`src/rtl/sat_bin_host_pkg.sv`:
```
// Shared encodings for the sat_bin host-side sequencer: command opcodes and FSM states.
package sat_bin_host_pkg;

    localparam logic [2:0] OP_WR_V   = 3'd0;
    localparam logic [2:0] OP_WR_C   = 3'd1;
    localparam logic [2:0] OP_WR_VS  = 3'd2;
    localparam logic [2:0] OP_WR_LS  = 3'd3;
    localparam logic [2:0] OP_SET_NV = 3'd4;
    localparam logic [2:0] OP_SET_NB = 3'd5;
    localparam logic [2:0] OP_GO     = 3'd6;
    localparam logic [2:0] OP_RSVD   = 3'd7;

    typedef logic [2:0] state_t;

    localparam state_t ST_IDLE   = 3'd0;
    localparam state_t ST_LOAD   = 3'd1;
    localparam state_t ST_INFO   = 3'd2;
    localparam state_t ST_START  = 3'd3;
    localparam state_t ST_RUN    = 3'd4;
    localparam state_t ST_RESULT = 3'd5;

    // Ops 0..3 are the four RAM write targets.
    function automatic logic is_write_op(input logic [2:0] op);
        return (op[2] == 1'b0);
    endfunction

endpackage

```
`src/rtl/sat_bin_host_ctrl_ex_addr_cnt.sv`:
```
// Per-target auto-increment write address with a sticky full flag; writes past the last
// address are dropped and reported instead of wrapping.
module ex_addr_cnt #(
    parameter int ADDR_WIDTH = 10
) (
    input  logic                  clk,
    input  logic                  rst,
    input  logic                  clr,
    input  logic                  wr,
    output logic                  we,
    output logic [ADDR_WIDTH-1:0] addr,
    output logic                  drop
);

    logic [ADDR_WIDTH-1:0] cnt;
    logic                  full;
    logic [ADDR_WIDTH-1:0] cnt_eff;
    logic                  full_eff;

    // A clear in the same cycle as a write makes that write land at address 0.
    assign cnt_eff  = clr ? '0 : cnt;
    assign full_eff = clr ? 1'b0 : full;
    assign drop     = wr && full_eff;

    always_ff @(posedge clk or negedge rst) begin
        if (!rst) begin
            cnt  <= '0;
            full <= 1'b0;
            we   <= 1'b0;
            addr <= '0;
        end else begin
            we <= wr && !full_eff;
            if (wr && !full_eff) begin
                addr <= cnt_eff;
                if (cnt_eff == '1) begin
                    cnt  <= cnt_eff;
                    full <= 1'b1;
                end else begin
                    cnt  <= cnt_eff + 1'b1;
                    full <= 1'b0;
                end
            end else begin
                cnt  <= cnt_eff;
                full <= full_eff;
            end
        end
    end

endmodule

```
`src/rtl/sat_bin_host_ctrl.sv`:
```
// Host command sequencer for sat_bin: loads the four RAMs over the external ports,
// then strobes bin info, starts the solver, times the run and holds the result until acked.
module sat_bin_host_ctrl
    import sat_bin_host_pkg::*;
#(
    parameter int WIDTH_VAR        = 12,
    parameter int WIDTH_CLAUSES    = 16,
    parameter int WIDTH_VAR_STATES = 19,
    parameter int WIDTH_LVL_STATES = 11,
    parameter int ADDR_WIDTH       = 10,
    parameter int WIDTH_DATA       = 19,
    parameter int WIDTH_CYC        = 32
) (
    input  logic                        clk,
    input  logic                        rst,
    input  logic                        cmd_valid_i,
    output logic                        cmd_ready_o,
    input  logic [2:0]                  cmd_op_i,
    input  logic [WIDTH_DATA-1:0]       cmd_data_i,
    output logic                        apply_ex_o,
    output logic                        ram_we_v_o,
    output logic                        ram_we_c_o,
    output logic                        ram_we_vs_o,
    output logic                        ram_we_ls_o,
    output logic [WIDTH_VAR-1:0]        ram_din_v_o,
    output logic [WIDTH_CLAUSES-1:0]    ram_din_c_o,
    output logic [WIDTH_VAR_STATES-1:0] ram_din_vs_o,
    output logic [WIDTH_LVL_STATES-1:0] ram_din_ls_o,
    output logic [ADDR_WIDTH-1:0]       ram_addr_v_o,
    output logic [ADDR_WIDTH-1:0]       ram_addr_c_o,
    output logic [ADDR_WIDTH-1:0]       ram_addr_vs_o,
    output logic [ADDR_WIDTH-1:0]       ram_addr_ls_o,
    output logic                        bin_info_en_o,
    output logic [WIDTH_VAR-1:0]        nv_all_o,
    output logic [WIDTH_CLAUSES-1:0]    nb_all_o,
    output logic                        start_o,
    input  logic                        done_i,
    input  logic                        global_sat_i,
    input  logic                        global_unsat_i,
    output logic                        res_valid_o,
    output logic                        res_sat_o,
    output logic                        res_unsat_o,
    output logic [WIDTH_CYC-1:0]        res_cycles_o,
    input  logic                        res_ack_i,
    output logic                        busy_o,
    output logic                        err_o
);

    state_t               state;
    state_t               state_nx;
    logic                 ready_q;
    logic                 accept;
    logic                 clr_cnt;
    logic                 wr_v, wr_c, wr_vs, wr_ls;
    logic                 drop_v, drop_c, drop_vs, drop_ls;
    logic [WIDTH_CYC-1:0] cyc;

    assign accept  = cmd_valid_i && ready_q;
    assign clr_cnt = accept && (state == ST_IDLE) && is_write_op(cmd_op_i);
    assign wr_v    = accept && (cmd_op_i == OP_WR_V);
    assign wr_c    = accept && (cmd_op_i == OP_WR_C);
    assign wr_vs   = accept && (cmd_op_i == OP_WR_VS);
    assign wr_ls   = accept && (cmd_op_i == OP_WR_LS);

    assign cmd_ready_o   = ready_q;
    assign apply_ex_o    = ready_q;
    assign busy_o        = (state != ST_IDLE) && (state != ST_LOAD);
    assign bin_info_en_o = (state == ST_INFO);
    assign start_o       = (state == ST_START);
    assign res_valid_o   = (state == ST_RESULT);

    always_comb begin
        state_nx = state;
        case (state)
            ST_IDLE, ST_LOAD: begin
                if (accept) begin
                    if (is_write_op(cmd_op_i)) begin
                        state_nx = ST_LOAD;
                    end else if (cmd_op_i == OP_GO) begin
                        state_nx = ST_INFO;
                    end
                end
            end
            ST_INFO:   state_nx = ST_START;
            ST_START:  state_nx = ST_RUN;
            ST_RUN:    if (done_i) state_nx = ST_RESULT;
            ST_RESULT: if (res_ack_i) state_nx = ST_IDLE;
            default:   state_nx = ST_IDLE;
        endcase
    end

    // Ready/apply are registered from the next state so both stay low through reset
    // and rise on the first edge after release.
    always_ff @(posedge clk or negedge rst) begin
        if (!rst) begin
            state   <= ST_IDLE;
            ready_q <= 1'b0;
        end else begin
            state   <= state_nx;
            ready_q <= (state_nx == ST_IDLE) || (state_nx == ST_LOAD);
        end
    end

    always_ff @(posedge clk or negedge rst) begin
        if (!rst) begin
            nv_all_o     <= '0;
            nb_all_o     <= '0;
            ram_din_v_o  <= '0;
            ram_din_c_o  <= '0;
            ram_din_vs_o <= '0;
            ram_din_ls_o <= '0;
            err_o        <= 1'b0;
        end else begin
            if (accept && (cmd_op_i == OP_SET_NV)) nv_all_o <= cmd_data_i[WIDTH_VAR-1:0];
            if (accept && (cmd_op_i == OP_SET_NB)) nb_all_o <= cmd_data_i[WIDTH_CLAUSES-1:0];
            if (wr_v)  ram_din_v_o  <= cmd_data_i[WIDTH_VAR-1:0];
            if (wr_c)  ram_din_c_o  <= cmd_data_i[WIDTH_CLAUSES-1:0];
            if (wr_vs) ram_din_vs_o <= cmd_data_i[WIDTH_VAR_STATES-1:0];
            if (wr_ls) ram_din_ls_o <= cmd_data_i[WIDTH_LVL_STATES-1:0];
            if ((accept && (cmd_op_i == OP_RSVD)) || drop_v || drop_c || drop_vs || drop_ls) begin
                err_o <= 1'b1;
            end
        end
    end

    // Run timer saturates rather than wrapping so a hung solver reads as "very long".
    always_ff @(posedge clk or negedge rst) begin
        if (!rst) begin
            cyc          <= '0;
            res_sat_o    <= 1'b0;
            res_unsat_o  <= 1'b0;
            res_cycles_o <= '0;
        end else if (state == ST_START) begin
            cyc <= '0;
        end else if (state == ST_RUN) begin
            if (done_i) begin
                res_sat_o    <= global_sat_i;
                res_unsat_o  <= global_unsat_i;
                res_cycles_o <= cyc;
            end else if (cyc != '1) begin
                cyc <= cyc + 1'b1;
            end
        end
    end

    ex_addr_cnt #(.ADDR_WIDTH(ADDR_WIDTH)) u_cnt_v (
        .clk(clk), .rst(rst), .clr(clr_cnt), .wr(wr_v),
        .we(ram_we_v_o), .addr(ram_addr_v_o), .drop(drop_v)
    );

    ex_addr_cnt #(.ADDR_WIDTH(ADDR_WIDTH)) u_cnt_c (
        .clk(clk), .rst(rst), .clr(clr_cnt), .wr(wr_c),
        .we(ram_we_c_o), .addr(ram_addr_c_o), .drop(drop_c)
    );

    ex_addr_cnt #(.ADDR_WIDTH(ADDR_WIDTH)) u_cnt_vs (
        .clk(clk), .rst(rst), .clr(clr_cnt), .wr(wr_vs),
        .we(ram_we_vs_o), .addr(ram_addr_vs_o), .drop(drop_vs)
    );

    ex_addr_cnt #(.ADDR_WIDTH(ADDR_WIDTH)) u_cnt_ls (
        .clk(clk), .rst(rst), .clr(clr_cnt), .wr(wr_ls),
        .we(ram_we_ls_o), .addr(ram_addr_ls_o), .drop(drop_ls)
    );

endmodule
```
`config.mk`:
```
export PLATFORM = sky130hd
export DESIGN_NAME = sat_bin_host_ctrl
export DESIGN_NICKNAME = d
export VERILOG_FILES = /design/src/rtl/sat_bin_host_pkg.sv /design/src/rtl/sat_bin_host_ctrl_ex_addr_cnt.sv /design/src/rtl/sat_bin_host_ctrl.sv
export SDC_FILE = /design/constraint.sdc
export NUM_CORES = 1
export LEC_CHECK = 0
export CAP_MARGIN = 15
export CORE_MARGIN = 1
export CORE_UTILIZATION = 35
export CTS_BUF_LIST = sky130_fd_sc_hd__clkbuf_16
export CTS_CLUSTER_SIZE = 14
export DETAILED_ROUTE_END_ITERATION = 6
export PLACE_DENSITY = 0.57
export SLEW_MARGIN = 30
export SYNTH_ARGS = -nofsm -noshare
export SYNTH_HDL_FRONTEND = slang
export SYNTH_SLANG_ARGS = --single-unit
```
`constraint.sdc`:
```
create_clock -name clk -period 8.15 [get_ports clk]
set_clock_uncertainty 0.05 [all_clocks]
set_input_delay 2.445 -clock clk [delete_from_list [all_inputs] [get_ports clk]]
set_output_delay 2.445 -clock clk [all_outputs]
set_load 0.05 [all_outputs]
```
==> impl_metrics.json <==
{
  "switchingPower_mw": 1.70,
  "path_class": "flip-flop to output port",
  "grt_usage_pct": 17.3,
  "finalSetupViolCount": 0,
  "cts_sinks": 245,
  "place_congestion": 0.813,
  "yosysWarnings": 0,
  "timing.rr.start": "state[0]",
  "die_y_um": 176,
  "cp-start-kind": "flip-flop",
  "synth_area_um2": 10600,
  "post_cts_resized": 0,
  "swShare_pct": 38.1,
  "drive_gt1_share_pct": 16.7,
  "clkPwrFrac_pct": 28.3,
  "ant_nets": 0,
  "die_area_um2": 30900,
  "max_stage_delay_ns": 0.88,
  "design_area_um2": 14000,
  "path_cells": "nor2b_1, nand2_1, inv_1, buf_4, clkdlybuf4s50_1",
  "cap_viol_max_count": 0,
  "dp_hpwl_um": 17600,
  "p_int_mw": 2.76,
  "cellLeakagePower_nw": 6.07,
  "rsz0062_at_grt": "false",
  "critPathMaxFanout": 30,
  "antenna_found_initial": 1,
  "finalSetupTns_ns": 0,
  "seqPwrFrac_pct": 35.9,
  "final_cell_mix": "245 x dfrtp_1, 198 x clkdlybuf4s50_1, 132 x nand2_1",
  "drc": 0,
  "area_delta_synth_final_pct": 32.2,
  "wl_per_cell_um": 17.2,
  "cts_root_buffer": "clkbuf_16",
  "clk_latency_ns": 0.53,
  "syn_inst": 919,
  "tightestPinTransition_ns": 0.931,
  "hold_path.class": "flip-flop to flip-flop",
  "placed_area_um2": 13000,
  "ys_types": 65,
  "io_pins": 200,
  "fmax_mhz": 187,
  "crit_path_end": "start_o",
  "grt_pass1_wl_um": 43000,
  "start_util_pct": 35.6,
  "drv_slew": 0,
  "port-buffer-count": 199,
  "die_w_um": 176,
  "rows": 63,
  "synth_edf_count": 0,
  "crit_slowest_cell": "clkdlybuf4s50_1",
  "via_count": 7680,
  "ctsLongestPathBuffers": 3,
  "cts_tree": "built",
  "vias_per_cell": 5.01,
  "layout_commonest_cell": "dfrtp_1",
  "synthesis.nets": 953,
  "crit_start": "state[1]",
  "status": "finished, final reports clean",
  "ys_seq_area_share_pct": 58.0,
  "grt_max_degree": 159,
  "rrSetupSlack_ns": 4.68,
  "finalHoldViolCount": 0,
  "numCtsBuffers": 28,
  "drt_pass1_iterations": 4,
  "drt-initial-drc-count": 362,
  "clk_pin_slew_ns": 0.06,
  "avgSynthCellArea_um2": 11.5,
  "r2r_end": "u_cnt_c.cnt[1]",
  "power_frac_comb_pct": 35.9,
  "synth-main-ff-cell": "dfrtp_1",
  "grt_pass1_vias": 7754,
  "ir_drop_uv": 247,
  "htreeDepth": 1,
  "grt_overflow": 0,
  "num-nets-final": 1154,
  "final_util_pct": 47.1,
  "powerDensity_nw_per_um2": 319,
  "cp.arrival_ns": 2.86,
  "cts_setup_buffers": 0,
  "end_kind": "output port",
  "min_period_over_period_pct": 65.7,
  "core_um2": 29600,
  "yosys_register_bits": 245,
  "critical_path_required_ns": 5.66,
  "drt-total-wl_um": 26300,
  "async_reset_ff_share_pct": 100,
  "reg2reg_depth": 10,
  "period_minus_slack_ns": 5.36,
  "hold_buffers": 0,
  "relSlewSlack_pct": 37.8
}
power by group through the flow:
stage | clock network (mW) | registers, mW | logic [mW]
global route | 1.35 | 1.63 | 1.68
finish | 1.26 | 1.60 | 1.60
detailed placement | 0 | 1.62 | 1.60
floorplan | 0 | 2.26 | 0.369
CTS | 1.30 | 1.60 | 1.61
global placement | 0 | 1.61 | 1.60
state kept, by name, indices dropped and copies added, names as in the netlist, 3 cells and up:
register and flops:
ram_din_v_o 12, u_cnt_ls.cnt 10, ram_din_ls_o 11, cyc 32, u_cnt_vs.cnt 10, ram_din_vs_o 19, u_cnt_ls.addr 10, nv_all_o 12
u_cnt_v.addr 10, u_cnt_c.cnt 10, state 3, res_cycles_o 32, u_cnt_v.cnt 10, nb_all_o 16, u_cnt_c.addr 10, ram_din_c_o 16
u_cnt_vs.addr 10
logic make-up (layout without fill, tap and decap cells):
kind of cell,after synthesis,count (layout),synth area share [%]
compound gates,113,113,6.90
xor+xnor,35,35,2.90
fa+ha+maj,5,5,0.592
buf+inv,58,281,2.35
flops,245,245,58.0
mux,122,122,12.9
other cells,0,1,0
simple gates,341,341,16.3
final cells by class:
class,instances,area (µm²)
clock buffers,29,726
flip-flops and latches,245,6130
well taps,390,488
clock inverters,23,201
multi-input cells,616,4210
repair buffers,214,2150
fillers,2780,15700
diodes,1,2.50
inverters,15,56.3
cells in the mapped netlist (5+ instances only):
cell        n  area (µm²)
o21ai_1     6        30.0
mux2_2    117        1320
and2_1      8        50.1
nor3_1     14        70.1
inv_1      12        45.0
nand3_1    43         215
o31ai_1     6        45.0
a21oi_1    29         145
and4_1     11        96.3
and3_1     12        75.1
xor2_1     14         123
buf_1       5        18.8
buf_2      12        60.1
nand4_1    19         119
ha_1        5        62.6
xnor2_1    21         184
nor2_1     49         184
mux2i_1     5        50.1
nand2_1   132         495
a211oi_1    8        60.1
o21ai_0    34         170
dfrtp_1   245        6130
clkbuf_1   23        86.3
or3_1      13        81.3
nor4_1     10        62.6
through the flow:
stage	power [mW]	hold slack (ns)	worst slack [ns]	instances
after CTS	4.51	0.428	2.75	1531
after global placement	3.21	0.403	2.44	1478
after global routing	4.66	0.450	2.60	1532
after detailed placement	3.22	0.409	2.35	1479
final	4.45	0.423	2.79	1533
after floorplan	2.63	0.430	3.42	919
worst min path at each step:
stage / endpoint / startpoint / cells past startpoint / slack (ns)
CTS: u_cnt_v.addr[6] / u_cnt_v.addr[6] / 2 / 0.43
global route: u_cnt_c.addr[8] / u_cnt_c.addr[8] / 2 / 0.45
global placement: u_cnt_v.addr[6] / u_cnt_v.addr[6] / 2 / 0.40
floorplan: u_cnt_ls.addr[0] / u_cnt_ls.cnt[0] / 1 / 0.43
finish: u_cnt_v.addr[6] / u_cnt_v.addr[6] / 2 / 0.42
detailed placement: u_cnt_c.addr[6] / u_cnt_c.addr[6] / 2 / 0.41
critical path, delay by kind of cell, from the launching register on:
family | cells | cell delay [ns]
buffers and inverters | 3 | 1.30
flip-flops | 1 | 0.61
AND/OR/NAND/NOR | 2 | 0.40
per-layer routing:
layer	global-route usage (%)	up-vias	wire length, µm	share of wire (%)
met4	4.31	0	501	1.9
met5	0	-	0	0
met2	25.5	190	11400	43
met3	6.97	36	2460	9.3
met1	23.4	3773	12000	46
li1	-	3681	-	-
Power figures use the tool's default switching activity.
